`config.mk`:
```
export PLATFORM = sky130hd
export DESIGN_NAME = fft_addr_generator_flat
export DESIGN_NICKNAME = d
export VERILOG_FILES = /design/src/rtl/fft_addr_generator_pkg.sv /design/src/rtl/fft_addr_generator_if.sv /design/src/rtl/fft_addr_generator.sv /design/src/flat_wrapper.sv
export SDC_FILE = /design/constraint.sdc
export NUM_CORES = 1
export LEC_CHECK = 0
export CAP_MARGIN = 20
export CORE_MARGIN = 2
export CORE_UTILIZATION = 56
export DETAILED_ROUTE_END_ITERATION = 10
export HOLD_SLACK_MARGIN = 0.06
export PLACE_DENSITY = 0.84
export SETUP_SLACK_MARGIN = 0.1
export SLEW_MARGIN = 20
export SYNTH_ARGS = -nofsm -noshare
export SYNTH_HDL_FRONTEND = slang
export SYNTH_SLANG_ARGS = --single-unit
```
`constraint.sdc`:
```
create_clock -name clk -period 5.8 [get_ports clk]
set_input_delay 1.16 -clock clk [delete_from_list [all_inputs] [get_ports clk]]
set_output_delay 1.16 -clock clk [all_outputs]
set_load 0.03 [all_outputs]
```
`src/rtl/fft_addr_generator_pkg.sv`:
```
// Shared FFT definitions: controller state encoding and butterfly-count helpers.
package fft_addr_generator_pkg;

    typedef enum logic [2:0] {
        StIdle,
        StIssue,
        StDrain,
        StNext,
        StFin
    } fft_state_e;

    localparam int unsigned FFT_N_DEFAULT = 10;
    // Butterflies per stage for the default transform length.
    localparam int unsigned HALF_N = 1 << (FFT_N_DEFAULT - 1);

    // Butterflies per stage for an arbitrary log2 transform length.
    function automatic int unsigned half_n(input int unsigned fft_n);
        return 1 << (fft_n - 1);
    endfunction

endpackage

```
`src/rtl/fft_addr_generator_if.sv`:
```
// Control/address bundle between the FFT address generator and its butterfly datapath.
interface fft_addr_generator_if #(
    parameter int unsigned FFT_N             = 10,
    parameter int unsigned FFT_MAX_BIT_WIDTH = 5
);
    localparam int unsigned STAGE_W = $clog2(FFT_N);

    logic                         start;
    logic                         ifft_in;
    logic                         oact;
    logic [FFT_MAX_BIT_WIDTH-1:0] max_bit_width_current_FFT_stage;

    logic                         iact;
    logic [1:0]                   ictrl;
    logic [FFT_N-2:0]             MemAddr;
    logic [FFT_N-2:0]             twiddleFactorAddr;
    logic                         evenOdd;
    logic                         ifft;
    logic                         clr_bfp;
    logic [FFT_MAX_BIT_WIDTH-1:0] ibfp;
    logic                         busy;
    logic                         done;
    logic [STAGE_W-1:0]           stage;

    // Requester / butterfly side.
    modport master (
        output start, ifft_in, oact, max_bit_width_current_FFT_stage,
        input  iact, ictrl, MemAddr, twiddleFactorAddr, evenOdd, ifft, clr_bfp, ibfp,
               busy, done, stage
    );

    // Address generator side.
    modport slave (
        input  start, ifft_in, oact, max_bit_width_current_FFT_stage,
        output iact, ictrl, MemAddr, twiddleFactorAddr, evenOdd, ifft, clr_bfp, ibfp,
               busy, done, stage
    );

endinterface

```
`src/rtl/fft_addr_generator.sv`:
```
// In-place radix-2 FFT sequencer: issues one butterfly per cycle per stage, waits for all
// write-backs, then latches the stage's block-floating-point exponent before the next stage.
module fft_addr_generator
    import fft_addr_generator_pkg::*;
#(
    parameter int unsigned FFT_N             = 10,
    parameter int unsigned FFT_MAX_BIT_WIDTH = 5
) (
    input logic                clk,
    input logic                reset,
    fft_addr_generator_if.slave bus
);

    localparam int unsigned AW    = FFT_N - 1;
    localparam int unsigned CW    = FFT_N;
    localparam int unsigned SW    = $clog2(FFT_N);
    localparam int unsigned HalfN = half_n(FFT_N);

    localparam logic [AW-1:0] KLast     = AW'(HalfN - 1);
    localparam logic [CW-1:0] CntFull   = CW'(HalfN);
    localparam logic [SW-1:0] StageLast = SW'(FFT_N - 1);

    fft_state_e                   state_q;
    logic [AW-1:0]                k_q;
    logic [CW-1:0]                cnt_q;
    logic [SW-1:0]                stage_q;
    logic                         iact_q;
    logic [1:0]                   ictrl_q;
    logic [AW-1:0]                mem_addr_q;
    logic [AW-1:0]                tw_addr_q;
    logic                         even_odd_q;
    logic                         ifft_q;
    logic                         clr_bfp_q;
    logic [FFT_MAX_BIT_WIDTH-1:0] ibfp_q;
    logic                         busy_q;
    logic                         done_q;

    logic [CW-1:0]                mask_full;
    logic [AW-1:0]                tw_mask;
    logic [CW-1:0]                cnt_inc;

    // Twiddle mask clears the low (FFT_N-1-stage) bits; saturating write-back counter.
    always_comb begin
        mask_full = {CW{1'b1}} << (AW - 32'(stage_q));
        tw_mask   = mask_full[AW-1:0];
        cnt_inc   = cnt_q;
        if (bus.oact && (cnt_q != CntFull)) begin
            cnt_inc = cnt_q + 1'b1;
        end
    end

    // Sequencer FSM; every output is a register so issue fields move on the same edge.
    always_ff @(posedge clk) begin
        if (reset) begin
            state_q    <= StIdle;
            k_q        <= '0;
            cnt_q      <= '0;
            stage_q    <= '0;
            iact_q     <= 1'b0;
            ictrl_q    <= 2'b00;
            mem_addr_q <= '0;
            tw_addr_q  <= '0;
            even_odd_q <= 1'b0;
            ifft_q     <= 1'b0;
            clr_bfp_q  <= 1'b0;
            ibfp_q     <= '0;
            busy_q     <= 1'b0;
            done_q     <= 1'b0;
        end else begin
            // Issue fields and strobes are zero unless this cycle drives them.
            iact_q     <= 1'b0;
            ictrl_q    <= 2'b00;
            mem_addr_q <= '0;
            tw_addr_q  <= '0;
            even_odd_q <= 1'b0;
            clr_bfp_q  <= 1'b0;
            done_q     <= 1'b0;
            unique case (state_q)
                StIdle: begin
                    if (bus.start) begin
                        ifft_q    <= bus.ifft_in;
                        stage_q   <= '0;
                        k_q       <= '0;
                        cnt_q     <= '0;
                        ibfp_q    <= '0;
                        clr_bfp_q <= 1'b1;
                        busy_q    <= 1'b1;
                        state_q   <= StIssue;
                    end
                end
                StIssue: begin
                    iact_q     <= 1'b1;
                    mem_addr_q <= k_q;
                    tw_addr_q  <= k_q & tw_mask;
                    even_odd_q <= stage_q[0];
                    if (k_q == '0) begin
                        ictrl_q <= 2'b01;
                    end else if (k_q == KLast) begin
                        ictrl_q <= 2'b10;
                    end
                    cnt_q <= cnt_inc;
                    k_q   <= k_q + 1'b1;
                    if (k_q == KLast) begin
                        state_q <= StDrain;
                    end
                end
                StDrain: begin
                    cnt_q <= cnt_inc;
                    if (cnt_inc == CntFull) begin
                        state_q <= StNext;
                    end
                end
                StNext: begin
                    ibfp_q <= bus.max_bit_width_current_FFT_stage;
                    if (stage_q == StageLast) begin
                        done_q  <= 1'b1;
                        state_q <= StFin;
                    end else begin
                        stage_q   <= stage_q + 1'b1;
                        k_q       <= '0;
                        cnt_q     <= '0;
                        clr_bfp_q <= 1'b1;
                        state_q   <= StIssue;
                    end
                end
                StFin: begin
                    busy_q  <= 1'b0;
                    state_q <= StIdle;
                end
                default: begin
                    state_q <= StIdle;
                end
            endcase
        end
    end

    assign bus.iact              = iact_q;
    assign bus.ictrl             = ictrl_q;
    assign bus.MemAddr           = mem_addr_q;
    assign bus.twiddleFactorAddr = tw_addr_q;
    assign bus.evenOdd           = even_odd_q;
    assign bus.ifft              = ifft_q;
    assign bus.clr_bfp           = clr_bfp_q;
    assign bus.ibfp              = ibfp_q;
    assign bus.busy              = busy_q;
    assign bus.done              = done_q;
    assign bus.stage             = stage_q;

endmodule

```
`src/flat_wrapper.sv`:
```
// flat-port wrapper written by rule: the top's interface ports become plain ports
module fft_addr_generator_flat import fft_addr_generator_pkg::*;
#(
    parameter int unsigned FFT_N             = 10,
    parameter int unsigned FFT_MAX_BIT_WIDTH = 5
)
  (clk, reset, bus_start, bus_ifft_in, bus_oact, bus_max_bit_width_current_FFT_stage, bus_iact, bus_ictrl, bus_MemAddr, bus_twiddleFactorAddr, bus_evenOdd, bus_ifft, bus_clr_bfp, bus_ibfp, bus_busy, bus_done, bus_stage);
  fft_addr_generator_if #(.FFT_N(FFT_N), .FFT_MAX_BIT_WIDTH(FFT_MAX_BIT_WIDTH)) bus_i ();
  input logic clk;
  input logic reset;
  input wire logic [$bits(bus_i.start)-1:0] bus_start;
  input wire logic [$bits(bus_i.ifft_in)-1:0] bus_ifft_in;
  input wire logic [$bits(bus_i.oact)-1:0] bus_oact;
  input wire logic [$bits(bus_i.max_bit_width_current_FFT_stage)-1:0] bus_max_bit_width_current_FFT_stage;
  output wire logic [$bits(bus_i.iact)-1:0] bus_iact;
  output wire logic [$bits(bus_i.ictrl)-1:0] bus_ictrl;
  output wire logic [$bits(bus_i.MemAddr)-1:0] bus_MemAddr;
  output wire logic [$bits(bus_i.twiddleFactorAddr)-1:0] bus_twiddleFactorAddr;
  output wire logic [$bits(bus_i.evenOdd)-1:0] bus_evenOdd;
  output wire logic [$bits(bus_i.ifft)-1:0] bus_ifft;
  output wire logic [$bits(bus_i.clr_bfp)-1:0] bus_clr_bfp;
  output wire logic [$bits(bus_i.ibfp)-1:0] bus_ibfp;
  output wire logic [$bits(bus_i.busy)-1:0] bus_busy;
  output wire logic [$bits(bus_i.done)-1:0] bus_done;
  output wire logic [$bits(bus_i.stage)-1:0] bus_stage;
  assign bus_i.start = bus_start;
  assign bus_i.ifft_in = bus_ifft_in;
  assign bus_i.oact = bus_oact;
  assign bus_i.max_bit_width_current_FFT_stage = bus_max_bit_width_current_FFT_stage;
  assign bus_iact = bus_i.iact;
  assign bus_ictrl = bus_i.ictrl;
  assign bus_MemAddr = bus_i.MemAddr;
  assign bus_twiddleFactorAddr = bus_i.twiddleFactorAddr;
  assign bus_evenOdd = bus_i.evenOdd;
  assign bus_ifft = bus_i.ifft;
  assign bus_clr_bfp = bus_i.clr_bfp;
  assign bus_ibfp = bus_i.ibfp;
  assign bus_busy = bus_i.busy;
  assign bus_done = bus_i.done;
  assign bus_stage = bus_i.stage;
  fft_addr_generator #(.FFT_N(FFT_N), .FFT_MAX_BIT_WIDTH(FFT_MAX_BIT_WIDTH)) u_core (.clk(clk), .reset(reset), .bus(bus_i));
endmodule
```
Yosys cells after proc, flatten, opt, wreduce, memory -nomap -nowiden
Index checks and enable logic that the tools add are counted.
{"block": "op_classes", "eq_ne": 12, "n_addsub": 4, "n_mux": 26, "shift": 1, "reduce_logical": 18, "bitwise": 3}
{"operator": "$shl 10x32->9 const A", "n": 1}
{"operator": "$mux 10", "n": 3}
{"operator": "$pmux 10 s3", "n": 1}
{"operator": "$pmux 9 s3", "n": 1}
{"operator": "$mux 9", "n": 2}
{"operator": "$mux 3", "n": 4}
{"operator": "$pmux 3 s4", "n": 1}
{"operator": "$reduce_and 3->1", "n": 4}
{"operator": "$add 10x1->10 const B", "n": 1}
{"operator": "$eq 10x10->1 const B", "n": 1}
{"operator": "$ne 10x10->1 const B", "n": 1}
{"operator": "$pmux 5 s2", "n": 1}
{"operator": "$add 9x1->9 const B", "n": 1}
{"operator": "$and 9x9->9", "n": 1}
{"operator": "$eq 9x9->1 const B", "n": 1}
{"operator": "$logic_not 9->1", "n": 1}
{"operator": "$mux 4", "n": 2}
{"operator": "$pmux 4 s2", "n": 1}
{"operator": "$eq 3x2->1 const B", "n": 2}
{"operator": "$mux 1", "n": 6}
{"operator": "$reduce_and 2->1", "n": 3}
{"operator": "$reduce_bool 3->1", "n": 2}
{"operator": "$reduce_or 2->1", "n": 3}
{"operator": "$mux 5", "n": 1}
{"operator": "other kinds (14)", "n": 19}
{"block": "word_totals", "elab_cells": 79, "register_bits": 57}

Logic depth before layout (Yosys ltp)
{"block": "logic_depth", "word_depth": 6, "depth_mapped": 9, "depth_no_buf": 9}

Worst setup path before layout
OpenSTA, ideal clock, no wires.
{"block": "synth_path", "path_kind": "in2reg", "start": "in bus_oact", "end": "reg u_core.state_q[0]", "path_slack_ps": 3392, "setup_time_ps": 87, "path_stages": 5, "t_arrival_ps": 2321, "cell_sequence": "nand4_1 -> or4b_1 -> o21a_1 -> mux2_2 -> o31ai_1"}
{"block": "synth_via", "elab_chain_len": 5}
{"item": "from (decl)", "line_no": "flat_wrapper.sv:13", "text": "input wire logic [$bits(bus_i.oact)-1:0] bus_oact;"}
{"item": "$logic_and 1x1->1", "line_no": "fft_addr_generator.sv:47", "text": "if (bus.oact && (cnt_q != CntFull)) begin"}
{"item": "$mux 10", "line_no": "fft_addr_generator.sv:47"}
{"item": "$eq 10x10->1", "line_no": "fft_addr_generator.sv:109", "text": "if (cnt_inc == CntFull) begin"}
{"item": "$ne 2x1->1 (no source line)"}
{"item": "$reduce_and 3->1 (no source line)"}
{"item": "to (signal assigned)", "line_no": "fft_addr_generator.sv:55", "text": "state_q <= StIdle;"}
{"item": "to (signal assigned)", "line_no": "fft_addr_generator.sv:110", "text": "state_q <= StNext;"}
{"item": "to (signal assigned)", "line_no": "fft_addr_generator.sv:117", "text": "state_q <= StFin;"}
{"item": "to (decl)", "line_no": "fft_addr_generator.sv:23", "text": "fft_state_e state_q;"}
Every way passes these cells.
A chain may end at the register's enable or synchronous reset.

Worst setup path in the final report
Ends and elaborated chain as after synthesis.

==> impl.org <==
** Outcome
- The flow ran to the end, and the final reports show no timing, DRC or antenna violations.

** Synthesis
- Synth warn :: 0
- Simple-Gate Fraction of Synth Area :: 25.7%
- Xor/xnor share of the synthesized area :: 3.07%
- Most common flop cell mapped by yosys :: sky130_fd_sc_hd__dfxtp_1
- Gate count of the mapped netlist :: 294
- Post-synth top area cell :: sky130_fd_sc_hd__dfxtp_1
- Synthesized flop and latch total :: 57
- By area, the combinational part of the netlist is dominated by simple AND/OR/NAND/NOR gates.
- Proportion of synthesized chip area in sequential cells :: 44.5%
- sky130_fd_sc_hd__dfxtp_1 is the most common cell in the netlist.
- Complex-gate fraction of the synthesized area :: between 10% and 20%
- The synthesized netlist occupies a cell area of 0.00257 mm².
- Average cell area after synthesis :: roughly 8.7 µm²
- Commonest cells in the netlist :: sky130_fd_sc_hd__dfxtp_1, sky130_fd_sc_hd__nor2_1, sky130_fd_sc_hd__o21ai_0
- Number of enable-type register cells in the synthesized netlist :: 0
- The top cell type by area accounts for 44.5% of the synthesized area.
- Summing the areas of all fa, ha and maj instances in the mapped netlist gives 4.39% of the synthesized area.
- Net Count, Synth :: 313
- Share of async-settable or async-resettable flops after synthesis :: 0%
- Count of unique library cells instantiated by Yosys :: 46
- By area the synthesized netlist is led by sky130_fd_sc_hd__dfxtp_1, sky130_fd_sc_hd__nor2_1, sky130_fd_sc_hd__ha_1.
- Multiplexer cells account for 2.05% of the synthesized area.

** Route
- After detailed routing, the total wire length is 5640 µm.
- Post-detailed-route wirelength per cell :: 14.5 µm
- Vias :: 2254
- Post-route DRC :: 0
- The first TritonRoute pass finished after 5 iterations.
- Via-per-instance ratio :: approximately 5.8
- Final antenna-violating net count :: 0
- Number of DRC markers after the initial detailed-route iteration :: about 170

** GRT
- The number of antenna violations at the first check in global routing was 0.
- Total overflow reported by the global router :: 0
- For met3 alone, demand over resource in global routing was 4.78%.
- Grt peak-use layer :: met2
- For this run, the total global-route usage over all layers was measured as a little under a quarter.
- Entering global routing, the biggest net connects 28 pins.
- GR Util met2 :: between 30% and 40%
- Number of global-route vias before repair :: around 2000
- GR met1 Demand/Resource :: about 27%
- The first global-routing pass estimated 9070 µm of wire.

** Critical path
- The worst setup path is captured at a register.
- Together, buffers and inverters on the worst path number 1.
- On the worst path, the slowest cell contributes a delay of 0.60 ns.
- Broken down by cell family, the worst path's largest delay share belongs to simple AND/OR/NAND/NOR gates.
- CP Class :: in2reg
- For flop-to-flop paths, the worst setup slack is 3.51 ns.
- Measured in cells, the most critical reg-to-reg path has a length of 9.
- Critical path capture point :: u_core.state_q[0]$_SDFFE_PP0P_
- The worst register-to-register path ends at u_core.state_q[0]$_SDFFE_PP0P_.
- Cell count along the critical path :: 6
- Critical path startpoint category :: input port
- Along the worst path, the maximum fanout reaches 8.
- Data required time of the critical path :: 6.06 ns
- Arrival @ worst endpoint :: approximately 3.1 ns
- Slowest CP cell :: sky130_fd_sc_hd__clkdlybuf4s50_1
- The signal on the critical path passes through clkdlybuf4s50_1 > nand4_1 > or4b_1 > o21a_1 > mux2_2 > o31ai_1.
- Startpoint of the worst-slack reg-to-reg timing path :: u_core.k_q[2]$_SDFFE_PP0P_
- Setup crit start :: bus_oact

** Final layout
- After the flow finishes, the layout carries non-filler instances totaling 389.
- Net count of the finished layout :: roughly 350
- After routing the design area is 0.00324 mm².
- From synthesis to final layout, the design area changed by 26.1%.
- Layout cells sized above 1 :: approximately 6.5%
- Multi-input combinational cell area :: 0.00131 mm²
- End-of-flow core utilization :: approximately three quarters
- Fill cells in the final layout number 343.
- FF+latch area :: 0.00114 mm²
- The repair_antennas step left the layout with diodes totalling 0.

** Timing
- Counting I/O delays and the setup requirement, the final critical path takes 2.85 ns.
- In the final timing run, aggregate negative setup slack is 0 ns.
- Final setup slack of the worst path :: between 2 and 3 ns
- Fin. max-slew vios :: 0
- Setup violations remaining at the end of the flow were counted as 0.
- The final hold violation count is 0.
- The worst path uses 49.1% of the clock period.
- Timing would allow up to 351 MHz.
- Setup repair after global routing left no endpoint under its margin.
- Minimum hold slack :: roughly 0.5 ns
- At the pin with the least slew margin, the transition time is 0.597 ns.
- Headroom to the max-slew limit :: between 60% and 70%
- Clock tree skew after final layout :: 0.00740 ns

** Power and ir drop
- Combinational group share of total power :: 8.2%
- Sequential power share :: roughly 45%
- Relative contribution of the clock network to total power :: 46.9%
- Max IR drop VDD :: 0.000172 V
- Total net switching power :: between 0.2 and 0.25 mW
- The internal power of the cells totals around 0.69 mW.
- The design draws around 0.90 mW.
- Of the total power, the share spent switching nets is 23.6%.
- Leakage power of the design :: 1.23 nW
- Power density relative to cell area :: 280 mW/mm²

** Clock tree
- In this run the clock root is driven by a sky130_fd_sc_hd__clkbuf_8.
- Inserted Clock Buffers :: 9
- Once the clock tree was built, the resizer swapped 0 gates to a different size.
- The number of setup buffers added after CTS is 0.
- Longest Clk Path Bufs :: 2
- Clock transition at the registers of the reported paths :: 0.06 ns
- CTS hold repair buffers :: 0
- TritonCTS clock tree :: built
- Clk sinks :: 57
- The clock tree synthesis step divided the H-tree into 3 levels.
- Clock latency reported for the late side of the worst-skew pair :: 0.34 ns

** Placement
- Timing analysis after detailed placement gives a worst setup slack of approximately 2.5 ns.
- Detailed placement finished with a half-perimeter wire length of 3830 µm.
- Dpl cells :: ~370
- Number of input and output port buffers inserted :: 44
- The congestion estimate from routability-driven global placement came to 0.886.
- Post-DP Area :: around 0.003 mm²

** Floorplanning
- For this configuration, the core starts out at a cell density of 58.5%.
- The core region is 0.00438 mm².
- Site row count :: 24
- The die is 71.7 µm tall.
- Die width :: 71.7 µm
- Number of top-level design ports :: between 40 and 50
- Die Outline Area :: 0.00514 mm²

** Run
- Count of max-cap constraint violations :: 0

** Min path
- Path category of the worst min-delay check :: reg2reg
cells by family after synthesis:
family	Yosys count
DFF	57
adders and majority gates	9
xor gates and xnor gates	9
buffers and inverters	29
and+or+nand+nor	121
AOI/OAI and AO/OA	64
muxes	5
worst register-to-register path, stage by stage (launching register included):
cell and delay (ns):
sky130_fd_sc_hd__dfxtp_1 0.44, sky130_fd_sc_hd__and3_1 0.25, sky130_fd_sc_hd__and3_1 0.20, sky130_fd_sc_hd__and3_1 0.17
sky130_fd_sc_hd__ha_1 0.22, sky130_fd_sc_hd__mux2_2 0.17, sky130_fd_sc_hd__o21ai_0 0.14, sky130_fd_sc_hd__a211oi_1 0.24
sky130_fd_sc_hd__nand4_1 0.14, sky130_fd_sc_hd__o31ai_1 0.24
flip-flops by register name, indices dropped and copies added, names as in the netlist:
signal and cells:
u_core.bus.MemAddr 9, u_core.bus.busy 1, u_core.bus.clr_bfp 1, u_core.bus.done 1
u_core.bus.evenOdd 1, u_core.bus.iact 1, u_core.bus.ibfp 5, u_core.bus.ictrl 2
u_core.bus.ifft 1, u_core.bus.stage 4, u_core.bus.twiddleFactorAddr 9, u_core.cnt_q 10
u_core.k_q 9, u_core.state_q 3
power by group through the flow:
stage          registers, mW  clock network, mW  logic, mW
6_report               0.406              0.425     0.0739
5_1_grt                0.407              0.440     0.0809
4_1_cts                0.406              0.428     0.0732
3_3_place_gp           0.414                  0     0.0713
3_5_place_dp           0.415                  0     0.0727
2_1_floorplan          0.418                  0     0.0451
placed cells by master, fill, tap and decap left out, types with 5 or more instances in the layout:
master and n:
sky130_fd_sc_hd__dfxtp_1 57, sky130_fd_sc_hd__clkdlybuf4s50_1 44, sky130_fd_sc_hd__nor2_1 34, sky130_fd_sc_hd__o21ai_0 19, sky130_fd_sc_hd__a21oi_1 16, sky130_fd_sc_hd__nand2_1 14, sky130_fd_sc_hd__inv_1 11, sky130_fd_sc_hd__and2_1 11
sky130_fd_sc_hd__clkbuf_8 11, sky130_fd_sc_hd__ha_1 9, sky130_fd_sc_hd__and3_1 8, sky130_fd_sc_hd__nor3_1 8, sky130_fd_sc_hd__a22oi_1 8, sky130_fd_sc_hd__xnor2_1 8, sky130_fd_sc_hd__nand3_1 8, sky130_fd_sc_hd__nand4_1 6
sky130_fd_sc_hd__nor3b_1 5, sky130_fd_sc_hd__nor4_1 5
final cells by class:
class / count / share of cell area, %
inverters: 11 / 1.28
flip-flops and latches: 57 / 35.3
clock buffers: 11 / 4.68
well taps: 52 / 2.01
multi-input cells: 208 / 40.5
repair buffers: 45 / 13.8
clock inverters: 5 / 2.40
layer usage:
layer  up-vias  wire, µm
met5         -         0
met4         0       154
met3        16       324
met2        89      2740
met1      1027      2420
li1       1122         -
worst min-delay path by stage:
stage                                 start                                to  slack [ns]  cells after the start
2_1_floorplan    u_core.k_q[8]$_SDFFE_PP0P_  u_core.bus.MemAddr[8]$_SDFF_PP0_        0.45                      2
3_3_place_gp   u_core.bus.ifft$_SDFFE_PP0P_      u_core.bus.ifft$_SDFFE_PP0P_        0.48                      2
5_1_grt          u_core.k_q[8]$_SDFFE_PP0P_  u_core.bus.MemAddr[8]$_SDFF_PP0_        0.52                      2
6_report       u_core.bus.ifft$_SDFFE_PP0P_      u_core.bus.ifft$_SDFFE_PP0P_        0.50                      2
4_1_cts          u_core.k_q[8]$_SDFFE_PP0P_  u_core.bus.MemAddr[8]$_SDFF_PP0_        0.50                      2
3_5_place_dp   u_core.bus.ifft$_SDFFE_PP0P_      u_core.bus.ifft$_SDFFE_PP0P_        0.49                      2
No activity file was read; power rests on OpenSTA's default activity.
